--- src/rtl/turbo_iter_ctrl.sv ---
// Turbo-decoder frame controller: loads bit-plane LLRs, drives an external SISO
// through DEC1/DEC2 half-iterations, forms hard decisions and hands out the frame.
module turbo_iter_ctrl #(
    parameter int K      = 5,
    parameter int TAIL   = 2,
    parameter int LLR_W  = 4,
    parameter int EXT_W  = 10,
    parameter int IDX_W  = 3,
    parameter logic [(K+TAIL)*IDX_W-1:0] PERM = 21'b100001101010110011000,
    parameter int ITER_W = 6
) (
    input  logic                        clk_p_i,
    input  logic                        reset_n_i,
    input  logic                        in_valid_i,
    output logic                        in_ready_o,
    input  logic [3*(K+TAIL)-1:0]       data_i,
    input  logic [ITER_W-1:0]           max_iter_i,
    input  logic                        early_en_i,
    output logic                        siso_start_o,
    output logic                        siso_sel_o,
    output logic [(K+TAIL)*LLR_W-1:0]   siso_sys_o,
    output logic [(K+TAIL)*LLR_W-1:0]   siso_enc_o,
    output logic [(K+TAIL)*EXT_W-1:0]   siso_ext_o,
    input  logic                        siso_done_i,
    input  logic [(K+TAIL)*EXT_W-1:0]   siso_ext_i,
    output logic                        out_valid_o,
    input  logic                        out_ready_i,
    output logic [K-1:0]                data_o,
    output logic [ITER_W-1:0]           iter_used_o
);

    localparam int N  = K + TAIL;
    localparam int SW = EXT_W + 2;
    localparam int BW = (LLR_W > 1) ? $clog2(LLR_W) : 1;

    typedef enum logic [2:0] {S_IDLE, S_LOAD, S_DEC1, S_DEC2, S_CHECK, S_OUT} state_t;

    state_t                r_state, w_next;
    logic [BW-1:0]         r_beat;
    logic [N*LLR_W-1:0]    r_sys, r_par1, r_par2;
    logic [N*EXT_W-1:0]    r_ext12, r_ext21;
    logic [N-1:0]          r_prevHard;
    logic [ITER_W-1:0]     r_maxIter, r_iter;
    logic                  r_early, r_start, r_sel;
    logic [N*LLR_W-1:0]    r_sysOut, r_encOut;
    logic [N*EXT_W-1:0]    r_extOut;
    logic [K-1:0]          r_data;

    logic                  w_accept, w_lastBeat, w_dec1Done, w_dec2Done, w_stop;
    logic [BW-1:0]         w_beatIdx;
    logic [N*LLR_W-1:0]    w_sysNx, w_par1Nx, w_par2Nx, w_interSys;
    logic [N*EXT_W-1:0]    w_ext21Eff, w_deint, w_ext12Nx, w_interExt;
    logic signed [SW-1:0]  w_sum [N];
    logic [N-1:0]          w_hard;
    logic [ITER_W-1:0]     w_iterNx, w_limit;

    assign w_accept   = in_valid_i & in_ready_o;
    assign w_beatIdx  = (r_state == S_IDLE) ? '0 : r_beat;
    assign w_lastBeat = (w_beatIdx == BW'(LLR_W - 1));
    assign w_dec1Done = (r_state == S_DEC1) & siso_done_i & ~r_start;
    assign w_dec2Done = (r_state == S_DEC2) & siso_done_i & ~r_start;
    assign w_iterNx   = r_iter + ITER_W'(1);
    assign w_limit    = (r_maxIter == '0) ? ITER_W'(1) : r_maxIter;
    assign w_ext12Nx  = w_dec1Done ? siso_ext_i : r_ext12;
    // A frame still being loaded starts DEC1 with ext21 already treated as zero.
    assign w_ext21Eff = (r_state == S_IDLE || r_state == S_LOAD) ? '0 : r_ext21;

    always_comb begin
        w_sysNx  = r_sys;
        w_par1Nx = r_par1;
        w_par2Nx = r_par2;
        if (w_accept) begin
            for (int j = 0; j < N; j++) begin
                w_sysNx[j*LLR_W + int'(w_beatIdx)]  = data_i[2*N + j];
                w_par1Nx[j*LLR_W + int'(w_beatIdx)] = data_i[N + j];
                w_par2Nx[j*LLR_W + int'(w_beatIdx)] = data_i[j];
            end
        end
    end

    always_comb begin
        w_deint    = '0;
        w_interSys = '0;
        w_interExt = '0;
        for (int i = 0; i < N; i++) begin
            w_deint[int'(PERM[i*IDX_W +: IDX_W])*EXT_W +: EXT_W] = w_ext21Eff[i*EXT_W +: EXT_W];
            w_interSys[i*LLR_W +: LLR_W] = r_sys[int'(PERM[i*IDX_W +: IDX_W])*LLR_W +: LLR_W];
            w_interExt[i*EXT_W +: EXT_W] = w_ext12Nx[int'(PERM[i*IDX_W +: IDX_W])*EXT_W +: EXT_W];
        end
    end

    // Posterior sum per natural position; hard decision is strictly positive.
    always_comb begin
        w_hard = '0;
        for (int j = 0; j < N; j++) begin
            w_sum[j] = {{(SW-LLR_W){r_sys[j*LLR_W + LLR_W - 1]}}, r_sys[j*LLR_W +: LLR_W]}
                     + {{2{r_ext12[j*EXT_W + EXT_W - 1]}}, r_ext12[j*EXT_W +: EXT_W]}
                     + {{2{w_deint[j*EXT_W + EXT_W - 1]}}, w_deint[j*EXT_W +: EXT_W]};
            w_hard[j] = (w_sum[j] > 0);
        end
    end

    assign w_stop = (w_iterNx == w_limit) ||
                    (r_early && (w_iterNx >= ITER_W'(2)) && (w_hard == r_prevHard));

    always_comb begin
        w_next = r_state;
        case (r_state)
            S_IDLE, S_LOAD: if (w_accept) w_next = w_lastBeat ? S_DEC1 : S_LOAD;
            S_DEC1:         if (w_dec1Done) w_next = S_DEC2;
            S_DEC2:         if (w_dec2Done) w_next = S_CHECK;
            S_CHECK:        w_next = w_stop ? S_OUT : S_DEC1;
            S_OUT:          if (out_ready_i) w_next = S_IDLE;
            default:        w_next = S_IDLE;
        endcase
    end

    always_ff @(posedge clk_p_i or negedge reset_n_i) begin
        if (!reset_n_i) begin
            r_state    <= S_IDLE;
            r_beat     <= '0;
            r_sys      <= '0;
            r_par1     <= '0;
            r_par2     <= '0;
            r_ext12    <= '0;
            r_ext21    <= '0;
            r_prevHard <= '0;
            r_maxIter  <= '0;
            r_iter     <= '0;
            r_early    <= 1'b0;
            r_start    <= 1'b0;
            r_sel      <= 1'b0;
            r_sysOut   <= '0;
            r_encOut   <= '0;
            r_extOut   <= '0;
            r_data     <= '0;
        end else begin
            r_state <= w_next;
            r_start <= 1'b0;
            if (w_accept) begin
                r_sys  <= w_sysNx;
                r_par1 <= w_par1Nx;
                r_par2 <= w_par2Nx;
                r_beat <= w_lastBeat ? '0 : w_beatIdx + BW'(1);
                if (r_state == S_IDLE) begin
                    r_maxIter <= max_iter_i;
                    r_early   <= early_en_i;
                end
                if (w_lastBeat) begin
                    r_iter  <= '0;
                    r_ext21 <= '0;
                end
            end
            // SISO inputs are captured on entry so they stay frozen for the whole half-iteration.
            if (w_next == S_DEC1 && r_state != S_DEC1) begin
                r_start  <= 1'b1;
                r_sel    <= 1'b0;
                r_sysOut <= w_sysNx;
                r_encOut <= w_par1Nx;
                r_extOut <= w_deint;
            end
            if (w_next == S_DEC2 && r_state != S_DEC2) begin
                r_start  <= 1'b1;
                r_sel    <= 1'b1;
                r_sysOut <= w_interSys;
                r_encOut <= r_par2;
                r_extOut <= w_interExt;
            end
            if (w_dec1Done) r_ext12 <= siso_ext_i;
            if (w_dec2Done) r_ext21 <= siso_ext_i;
            if (r_state == S_CHECK) begin
                r_iter <= w_iterNx;
                if (w_stop) r_data <= w_hard[K-1:0];
                else        r_prevHard <= w_hard;
            end
        end
    end

    assign in_ready_o   = (r_state == S_IDLE) || (r_state == S_LOAD);
    assign out_valid_o  = (r_state == S_OUT);
    assign siso_start_o = r_start;
    assign siso_sel_o   = r_sel;
    assign siso_sys_o   = r_sysOut;
    assign siso_enc_o   = r_encOut;
    assign siso_ext_o   = r_extOut;
    assign data_o       = r_data;
    assign iter_used_o  = r_iter;

endmodule

--- config.mk ---
export PLATFORM = sky130hd
export DESIGN_NAME = turbo_iter_ctrl
export DESIGN_NICKNAME = d
export VERILOG_FILES = /design/src/rtl/turbo_iter_ctrl.sv
export SDC_FILE = /design/constraint.sdc
export NUM_CORES = 1
export LEC_CHECK = 0
export CELL_PAD_IN_SITES_DETAIL_PLACEMENT = 2
export CELL_PAD_IN_SITES_GLOBAL_PLACEMENT = 2
export CORE_MARGIN = 2
export CORE_UTILIZATION = 25
export DETAILED_ROUTE_END_ITERATION = 12
export GPL_ROUTABILITY_DRIVEN = 0
export PLACE_DENSITY = 0.7
export SLEW_MARGIN = 5
export SYNTH_ARGS = -nofsm -noshare
export SYNTH_HDL_FRONTEND = slang
export SYNTH_SLANG_ARGS = --single-unit
--- constraint.sdc ---
create_clock -name clk_p_i -period 7.95 [get_ports clk_p_i]
set_input_delay 1.9875 -clock clk_p_i [delete_from_list [all_inputs] [get_ports clk_p_i]]
set_output_delay 1.9875 -clock clk_p_i [all_outputs]
set_load 0.01 [all_outputs]
==> results.sh <==
export IMPL_slew_viol_final=0
export IMPL_num_rows=106
export IMPL_max_cap_viol_count=0
export IMPL_fin_area_um2=26300
export IMPL_synth_cell_type_count=70
export IMPL_ios=244
export IMPL_grt_max_degree=140
export IMPL_utilization_pct=31.5
export IMPL_layout_drive_gt1_share_pct=9.20
export IMPL_first_global_vias=19536
export IMPL_initialDrtViolationCount=1120
export IMPL_power_density_nw_per_um2=479
export IMPL_yosysMostFrequentCell="dfrtp_1"
export IMPL_cts_made_buffers=46
export IMPL_ys_flop_type="dfrtp_1"
export IMPL_power_total_mw=12.6
export IMPL_grt_remaining_overflow=0
export IMPL_worstPathRequired_ns=8.47
export IMPL_syn_nets=2243
export IMPL_clock_latency_ns=0.59
export IMPL_end_kind="flip-flop"
export IMPL_rsz0062_at_grt="false"
export IMPL_worst_slack_ns=1.19
export IMPL_routed_wl_um=84600
export IMPL_die_w_um=294
export IMPL_vias_per_cell=5.23
export IMPL_grt_pass1_wl_um=127000
export IMPL_ys_top_cells_by_count="382 x dfrtp_1, 294 x nand2_1, 136 x and2_1"
export IMPL_critPathLaunchType="flip-flop"
export IMPL_setup_tns_final_ns=0
export IMPL_hp_class="flip-flop to flip-flop"
export IMPL_hold_viol_final=0
export IMPL_vias=17323
export IMPL_fin_hold_ws_ns=0.464
export IMPL_async_flop_share_pct=100
export IMPL_leakagePower_nw=12.1
export IMPL_yosysTopAreaCell="dfrtp_1"
export IMPL_synthCells=1987
export IMPL_ir_worst_vdd_mv=0.177
export IMPL_reg2reg_depth=19
export IMPL_synth_top_area_share_pct=45.3
export IMPL_r2r_start="r_state[2]$_DFF_PN0_"
export IMPL_fp_dieH_um=294
export IMPL_start_util_pct=25.2
export IMPL_synth_area_top_cells="dfrtp_1 45%, fa_1 7.3%, nand2_1 5.2%, a221o_1 5.1%, ha_1 4.5%"
export IMPL_syn_cell_area_um2=21100
export IMPL_cts_tree="done"
export IMPL_core_area_um2=83600
export IMPL_post_dp_cell_area_um2=24700
export IMPL_ant_nets=0
export IMPL_die_area_um2=86700
export IMPL_drtPass1Iterations=5
export IMPL_r2r_slack_ns=1.19
export IMPL_postCtsSetupRepairBufs=0
export IMPL_hold_depth=2
export IMPL_final_net_count=2450
export IMPL_wl_per_cell_um=25.6
export IMPL_clk_pin_slew_ns=0.06
export IMPL_syn_area_per_cell_um2=10.6
export IMPL_worst_pin_slew_ns=1.25
export IMPL_pre_cts_ws_ns=1.28
export IMPL_dp_cells=3226
export IMPL_cts_root_buffer="clkbuf_16"
export IMPL_portBuffers=243
export IMPL_fmax_mhz=148
export IMPL_skew_ns=0.0227
export IMPL_clock_sinks=382
export IMPL_cp_data_arrival_time_ns=7.27
export IMPL_path_class="flip-flop to flip-flop"
export IMPL_min_to="r_par2[15]$_DFFE_PN0P_"
export IMPL_synth_enable_flop_cells=0
export IMPL_htree_num_levels=2
export IMPL_seq_area_frac_synth_pct=45.3
export IMPL_post_cts_resize_count=0
export IMPL_drc_errors=0
export IMPL_ys_warnings_count=0
export IMPL_layout_cells_non_filler=3311
export IMPL_syn2layout_area_growth_pct=24.7
export IMPL_place_hpwl_um=62200
export IMPL_ys_ff_latch=382
export IMPL_min_from="r_par2[15]$_DFFE_PN0P_"
export IMPL_timing_rr_end="siso_ext_o[47]$_DFFE_PN0P_"
export IMPL_relSlewSlack_pct=16.5
export IMPL_ctsLongestPathBuffers=3
export IMPL_worst_path_max_fanout=34
export IMPL_fin_crit_sh_pct=85.0
export IMPL_holdBufCountCts=0
export IMPL_antenna_found_initial=2
export IMPL_period_minus_slack_ns=6.76
export IMPL_status="finished clean"
export IMPL_setup_viol=0
export IMPL_grt_use_total_pct=19.4
==> per-layer routing <==
metal,wire [µm],global-route usage (%),vias to the layer above
met5,25,0,-
met4,4500,9.67,4
met3,2930,2.59,179
met2,42000,33.6,388
met1,35200,23.7,9167
li1,-,-,7585
==> kinds of logic (layout without fill, tap and decap cells) <==
kind of cell,after synthesis,in the layout,share of synthesized area [%]
other,0,2,0
buffers and inverters,186,428,3.48
AND/OR/NAND/NOR,650,650,15.0
multiplexers,86,86,4.56
adder cells (fa/ha/maj),153,153,11.8
AO/OA/AOI/OAI,504,504,18.8
XOR/XNOR,26,26,1.08
flip-flops,382,382,45.3
==> power by group <==
group | internal (mW) | total (mW) | switching, mW
registers | 2.77 | 3.72 | 0.953
clock network | 1.35 | 2.26 | 0.902
logic | 2.95 | 6.62 | 3.67
total | 7.07 | 12.6 | 5.53
==> placed cells by master, fill, tap and decap left out, types with 47 or more instances in the layout <==
master	synthesis	final
clkbuf_16	0	47
and2_1	136	135
mux2_2	81	81
nand2_1	294	294
clkdlybuf4s50_1	0	242
ha_1	76	76
a22o_1	70	70
inv_1	79	79
a21oi_1	81	81
fa_1	77	77
dfrtp_1	382	382
a221o_1	108	108
nor2_1	71	68
==> state kept, by name, summed over array words and instances (netlist names) <==
signal	flops
data_o	5
r_maxIter	6
iter_used_o	6
r_par2	28
siso_ext_o	70
siso_sys_o	28
r_early	1
siso_enc_o	28
r_state	3
siso_sel_o	1
r_par1	28
r_ext21	70
r_beat	2
r_prevHard	7
r_ext12	70
siso_start_o	1
r_sys	28
==> worst max-delay path, stage by stage, from the launching register on <==
cell       delay (ns)
dfrtp_1          0.49
or2_2            0.62
buf_12           0.29
nand2_1          0.11
inv_1            0.06
fa_1             0.49
ha_1             0.20
inv_1            0.07
fa_1             0.42
xnor2_1          0.15
a311oi_1         0.27
o2111ai_1        0.15
or3b_1           0.48
or4_1            0.53
o311ai_1         0.11
a211oi_1         0.20
and4_1           0.31
nor2_4           0.98
buf_4            0.47
a221o_1          0.22
==> how the worst max path moves through the flow <==
| stage | end | cells past startpoint | from | slack (ns) |
|---|---|---|---|---|
| 4_1_cts | siso_sys_o[8]$_DFFE_PN0P_ | 17 | r_state[2]$_DFF_PN0_ | 1.20 |
| 6_report | siso_ext_o[47]$_DFFE_PN0P_ | 19 | r_state[2]$_DFF_PN0_ | 1.19 |
| 2_1_floorplan | siso_ext_o[45]$_DFFE_PN0P_ | 21 | r_state[2]$_DFF_PN0_ | 2.52 |
| 5_1_grt | siso_sys_o[8]$_DFFE_PN0P_ | 17 | r_state[2]$_DFF_PN0_ | 0.83 |
| 3_3_place_gp | siso_ext_o[69]$_DFFE_PN0P_ | 17 | r_state[2]$_DFF_PN0_ | 1.60 |
| 3_5_place_dp | siso_ext_o[47]$_DFFE_PN0P_ | 19 | r_state[2]$_DFF_PN0_ | 1.28 |
==> layout make-up <==
type | instances | area [µm²]
antenna | 2 | 5.00
inverter | 79 | 297
multi-input combinational | 1419 | 10900
timing repair buffer | 266 | 2660
clock buffer | 63 | 1320
fill | 8995 | 57200
clock inverter | 20 | 269
sequential | 382 | 9560
tap | 1080 | 1350
Power figures use the tool's default switching activity.
==> RTL change 1: new RTL, config.mk and constraints unchanged <==
Encoding of `state_t`: now one-hot (6 bits for 6 states).
--- a/src/rtl/turbo_iter_ctrl.sv
+++ b/src/rtl/turbo_iter_ctrl.sv
@@ -33,7 +33,7 @@
     localparam int SW = EXT_W + 2;
     localparam int BW = (LLR_W > 1) ? $clog2(LLR_W) : 1;
 
-    typedef enum logic [2:0] {S_IDLE, S_LOAD, S_DEC1, S_DEC2, S_CHECK, S_OUT} state_t;
+    typedef enum logic [5:0] {S_IDLE = 6'b000001, S_LOAD = 6'b000010, S_DEC1 = 6'b000100, S_DEC2 = 6'b001000, S_CHECK = 6'b010000, S_OUT = 6'b100000} state_t;
 
     state_t                r_state, w_next;
     logic [BW-1:0]         r_beat;
Formal check against the unedited RTL: no difference found for any inputs over 4 cycles, from zero or initial values and one cycle with reset_n_i low; so few cycles prove little.
==> RTL change 1 against the unedited design <==
Wire length is 3.4% lower. Final area rose by 1.9%. Non-clock buffer count down 2. Hold slack better by 0.015 ns. Total power is 15% lower. Sequential cell count is 3 higher. Largest cell class unchanged. Area after synthesis increased by 1.4%. Maximum frequency fell by 3.4%. Setup slack lost 0.24 ns.
==> RTL change 1: results (changes against the unedited design) <==
Max incr delay on CP = 0.86 ns (was 0.98 ns)
Vias = 17100 (was 17300)
Largest net degree at the start of global routing = 199 (was 140)
Distinct cells, synth = 74 (was 70)
CP top delay family = simple AND/OR/NAND/NOR gates (unchanged)
Worst-Margin Slew = 1.19 ns (was 1.25 ns)
Post-synthesis sequential area ratio = 0.450 (was 0.453)
# fillers = 9144 (was 8995)
Net switching share of the total power = 0.396 (was 0.439)
Area post-placement = 25100 sq um (was 24700 sq um)
Initial antenna violation count = 3 (was 2)
Syn_nets = 2298 (was 2243)
Pleak = 11.7 nW (was 12.1 nW)
Initial DRC count = 915 (was 1120)
Run status = complete, no violations (unchanged)
Worst slack, placed = 1.01 ns (was 1.28 ns)
Skew-Pair Late Insertion Delay = 0.59 ns (about the same)
Postcts setup bufs = 0 (unchanged)
Vias in the first global route = 19000 (was 19500)
Clk_skew = 0.0179 ns (was 0.0227 ns)
Largest cells by area after synthesis = dfrtp_1, mux2_2, fa_1 (was dfrtp_1, fa_1, nand2_1)
Drt first pass iters = 7 (was 5)
Worst Path Arrival = 7.44 ns (was 7.27 ns)
Hpwl dp = 60.2 mm (was 62.2 mm)
Post-synth EDFFs = 0 (unchanged)
Critical Path Fanout Max = 58 (was 34)
Clk pin slew, worst setup/hold paths = 0.06 ns (about the same)
CTS Root Cell = clkbuf_16 (unchanged)
Max VDD drop = 0.214 mV (was 0.177 mV)
CP max-delay cell = inv_2 (was nor2_4)
Post-Place Cells = 3345 (was 3226)
GRT Total Usage = 0.187 (was 0.194)
Mean Syn Cell Area = 10.5 sq um (was 10.6 sq um)
Hold Path Class = register to register (unchanged)
Final core utilization = 0.315 (about the same)
Vias per inst = 4.99 (was 5.23)
Layout cells sized above 1 = 0.121 (was 0.0920)
First-pass GRT wire length = 124 mm (was 127 mm)
WL final = 81.7 mm (was 84.6 mm)
Most frequent cells after synthesis = dfrtp_1, nand2_1, mux2_2 (was dfrtp_1, nand2_1, and2_1)
Port Buf Inserts = 243 (unchanged)
Num CTS Buffers = 46 (unchanged)
Fin nets = 2505 (was 2450)
==> RTL change 1: kinds of logic after synthesis <==
| group | share of synthesized area |
|---|---|
| compound gates | 0.160 |
| xor+xnor | 0.0115 |
| fa+ha+maj | 0.117 |
| simple gates | 0.133 |
| buf+inv | 0.0431 |
| mux | 0.0852 |
| flops | 0.450 |
==> RTL change 1: tightest hold or removal path, cell delays in order (launching register included) <==
cell	delay (ns)
dfrtp_1	0.34
nand2_1	0.05
nand2_1	0.06
==> RTL change 1: layout make-up <==
cell class,count,area share
Clock buffer,63,0.0495
Multi-Input combinational cell,1424,0.406
Tap cell,1144,0.0534
Clock inverter,20,0.0157
Antenna cell,2,0.000187
Inverter,128,0.0179
Sequential cell,385,0.359
Timing Repair Buffer,264,0.0982
==> RTL change 1: worst paths after layout <==
path | to | from | slack (ns) | depth (start not counted)
hold / removal | r_par2[7] | r_par2[7] | 0.48 | 2
max in group asynchronous | r_maxIter[3] | reset_n_i | 4.84 | 2
hold reg to reg | r_par2[7] | r_par2[7] | 0.48 | 2
setup / recovery | siso_ext_o[62] | r_state[3] | 0.95 | 22
min in group asynchronous | r_par1[9] | reset_n_i | 1.45 | 1
setup reg to reg | siso_ext_o[62] | r_state[3] | 0.95 | 22
==> RTL change 1: power groups by stage <==
stage | clock network, W | logic, W | registers [W]
final | 0.00248 | 0.00478 | 0.00345
after global routing | 0.00262 | 0.00530 | 0.00356
after CTS | 0.00255 | 0.00483 | 0.00346
after detailed placement | 0 | 0.00477 | 0.00348
after global placement | 0 | 0.00453 | 0.00344
after floorplan | 0 | 0.00283 | 0.00331
==> RTL change 1: per-layer routing <==
layer,GRT usage,share of wire
met5,0,0.00026
met3,0.0303,0.042
met1,0.246,0.45
met4,0.0461,0.021
met2,0.319,0.49
==> RTL change 2: new RTL, same settings <==
Without the edit above. Change the parameter `IDX_W` from 3 to 4.
--- a/src/rtl/turbo_iter_ctrl.sv
+++ b/src/rtl/turbo_iter_ctrl.sv
@@ -5,7 +5,7 @@
     parameter int TAIL   = 2,
     parameter int LLR_W  = 4,
     parameter int EXT_W  = 10,
-    parameter int IDX_W  = 3,
+    parameter int IDX_W  = 4,
     parameter logic [(K+TAIL)*IDX_W-1:0] PERM = 21'b100001101010110011000,
     parameter int ITER_W = 6
 ) (
Check against the original RTL: no difference found for any inputs over 4 cycles, from zero or initial values and one cycle with reset_n_i low; that may be too few to reach the edited logic, so the function may still have changed.
==> RTL change 2 against the unedited design <==
Count of clock-buffer cells in the layout shrank 8. Setup slack got worse by 0.24 ns. Final area fell by 15%. Area after synthesis shrank 16%. Sequential cell count shrank 60. Clock power shrank 12%. Total power decreased by 16%. Wire length down 25%.
==> RTL change 2: results (changes against the unedited design) <==
Hpwl dp = 45.2 mm (was 62.2 mm)
Pleak = 9.90 nW (was 12.1 nW)
Largest net degree at the start of global routing = 115 (was 140)
Most frequent cells after synthesis = nand2_1, dfrtp_1, mux2_2 (was dfrtp_1, nand2_1, and2_1)
CP top delay family = compound AO/OA/AOI/OAI gates (was simple AND/OR/NAND/NOR gates)
Site Rows = 97 (was 106)
Num CTS Buffers = 41 (was 46)
Drt wl/cell = 21.3 microns (was 25.6 microns)
Area post-placement = 21000 sq um (was 24700 sq um)
Post-synth EDFFs = 0 (unchanged)
GRT Total Usage = 0.172 (was 0.194)
Vias per inst = 4.87 (was 5.23)
Vias in the first global route = 16200 (was 19500)
Layout cells sized above 1 = 0.0983 (was 0.0920)
Met2 WL = 30.7 mm (was 42.0 mm)
Initial DRC count = 667 (was 1120)
First-pass GRT wire length = 98.6 mm (was 127 mm)
Largest cells by area after synthesis = dfrtp_1, nand2_1, mux2_2 (was dfrtp_1, fa_1, nand2_1)
Post-synthesis sequential area ratio = 0.455 (was 0.453)
Top sig layer = met5 (unchanged)
Critical Path Fanout Max = 72 (was 34)
Worst-Margin Slew = 1.04 ns (was 1.25 ns)
Max incr delay on CP = 0.74 ns (was 0.98 ns)
Met3 WL post-DR = 3.76 mm (was 2.93 mm)
Port Buf Inserts = 233 (was 243)
# fillers = 7624 (was 8995)
Drt first pass iters = 4 (was 5)
Clk_skew = 0.0267 ns (was 0.0227 ns)
H-tree levels = 2 (unchanged)
Run status = complete, no violations (unchanged)
Fin nets = 2200 (was 2450)
WL met1 = 26.9 mm (was 35.2 mm)
Initial antenna violation count = 7 (was 2)
Max VDD drop = 0.184 mV (was 0.177 mV)
Distinct cells, synth = 80 (was 70)
Worst Path Arrival = 7.51 ns (was 7.27 ns)
CP max-delay cell = clkinv_1 (was nor2_4)
## RTL change 2: cell count changes in the layout (fill, tap and decap cells not counted), sizes merged, moves of 39 or more
cell / before / now
a21oi: 81 / 36
o21ai: 42 / 84
a221o: 108 / 11
a22o: 70 / 20
and2: 136 / 28
fa: 77 / 37
o21bai: 2 / 41
dfrtp: 382 / 322
nand2: 294 / 409
## RTL change 2: worst register-to-register path, cell delays in order (launching register included)
cell       delay, ns
dfrtp_1         0.46
or2_2           0.35
clkinv_1        0.74
nor2_1          0.38
fa_1            0.49
ha_1            0.35
a211oi_2        0.31
o21bai_1        0.12
a2111oi_0       0.50
nand4_1         0.22
o41ai_1         0.43
mux2i_1         0.24
xor2_1          0.29
a2111oi_4       0.11
a31oi_4         0.23
buf_4           0.62
nor3_4          0.10
inv_2           0.65
o221a_1         0.38
## RTL change 2: layer usage
layer | track usage | vias to the layer above
met4 | 0.0491 | 8
li1 | - | 6637
met3 | 0.0443 | 97
met5 | 0 | -
met1 | 0.214 | 7417
met2 | 0.293 | 240
## RTL change 2: kinds of logic after synthesis
kind of cell	share of synthesized area
mux	0.0611
compound gates	0.163
simple gates	0.166
buf+inv	0.0415
xor+xnor	0.0178
fa+ha+maj	0.0955
other cells	0.000212
flops	0.455
## RTL change 2: area by class of cell
cell class	count	area (sq um)	share of cell area
multi-input cells	1307	9010	0.402
flip-flops and latches	322	8060	0.360
repair buffers	248	2470	0.111
well taps	940	1180	0.0525
clock buffers	55	1150	0.0513
clock inverters	19	280	0.0125
inverters	64	240	0.0107
diodes	3	7.51	0.000335
## RTL change 2: power breakdown
| part | total, W | leakage, nW | internal (W) | switching (W) |
|---|---|---|---|---|
| Clock | 0.00199 | 0.708 | 0.00119 | 0.000799 |
| Combinational | 0.00554 | 5.17 | 0.00250 | 0.00304 |
| Sequential | 0.00307 | 4.03 | 0.00239 | 0.000680 |
## RTL change 2: final timing paths
kind                       startpoint             end  slack, ns  depth (start not counted)
setup / recovery           r_state[2]  siso_enc_o[15]       0.95                         18
hold / removal             r_par1[27]      r_par1[27]       0.47                          2
setup reg to reg           r_state[2]  siso_enc_o[15]       0.95                         18
hold reg to reg            r_par1[27]      r_par1[27]       0.47                          2
max in group asynchronous   reset_n_i     r_ext12[36]       5.29                          2
min in group asynchronous   reset_n_i  siso_ext_o[65]       1.46                          1
## RTL change 2: stage by stage
stage	setup WS, ns	util	cells
after floorplan	2.74	-	1795
after global placement	1.30	0.299	2881
after detailed placement	0.894	0.299	2881
after CTS	0.788	0.320	2955
after global routing	0.407	0.320	2957
final	0.949	0.320	2958
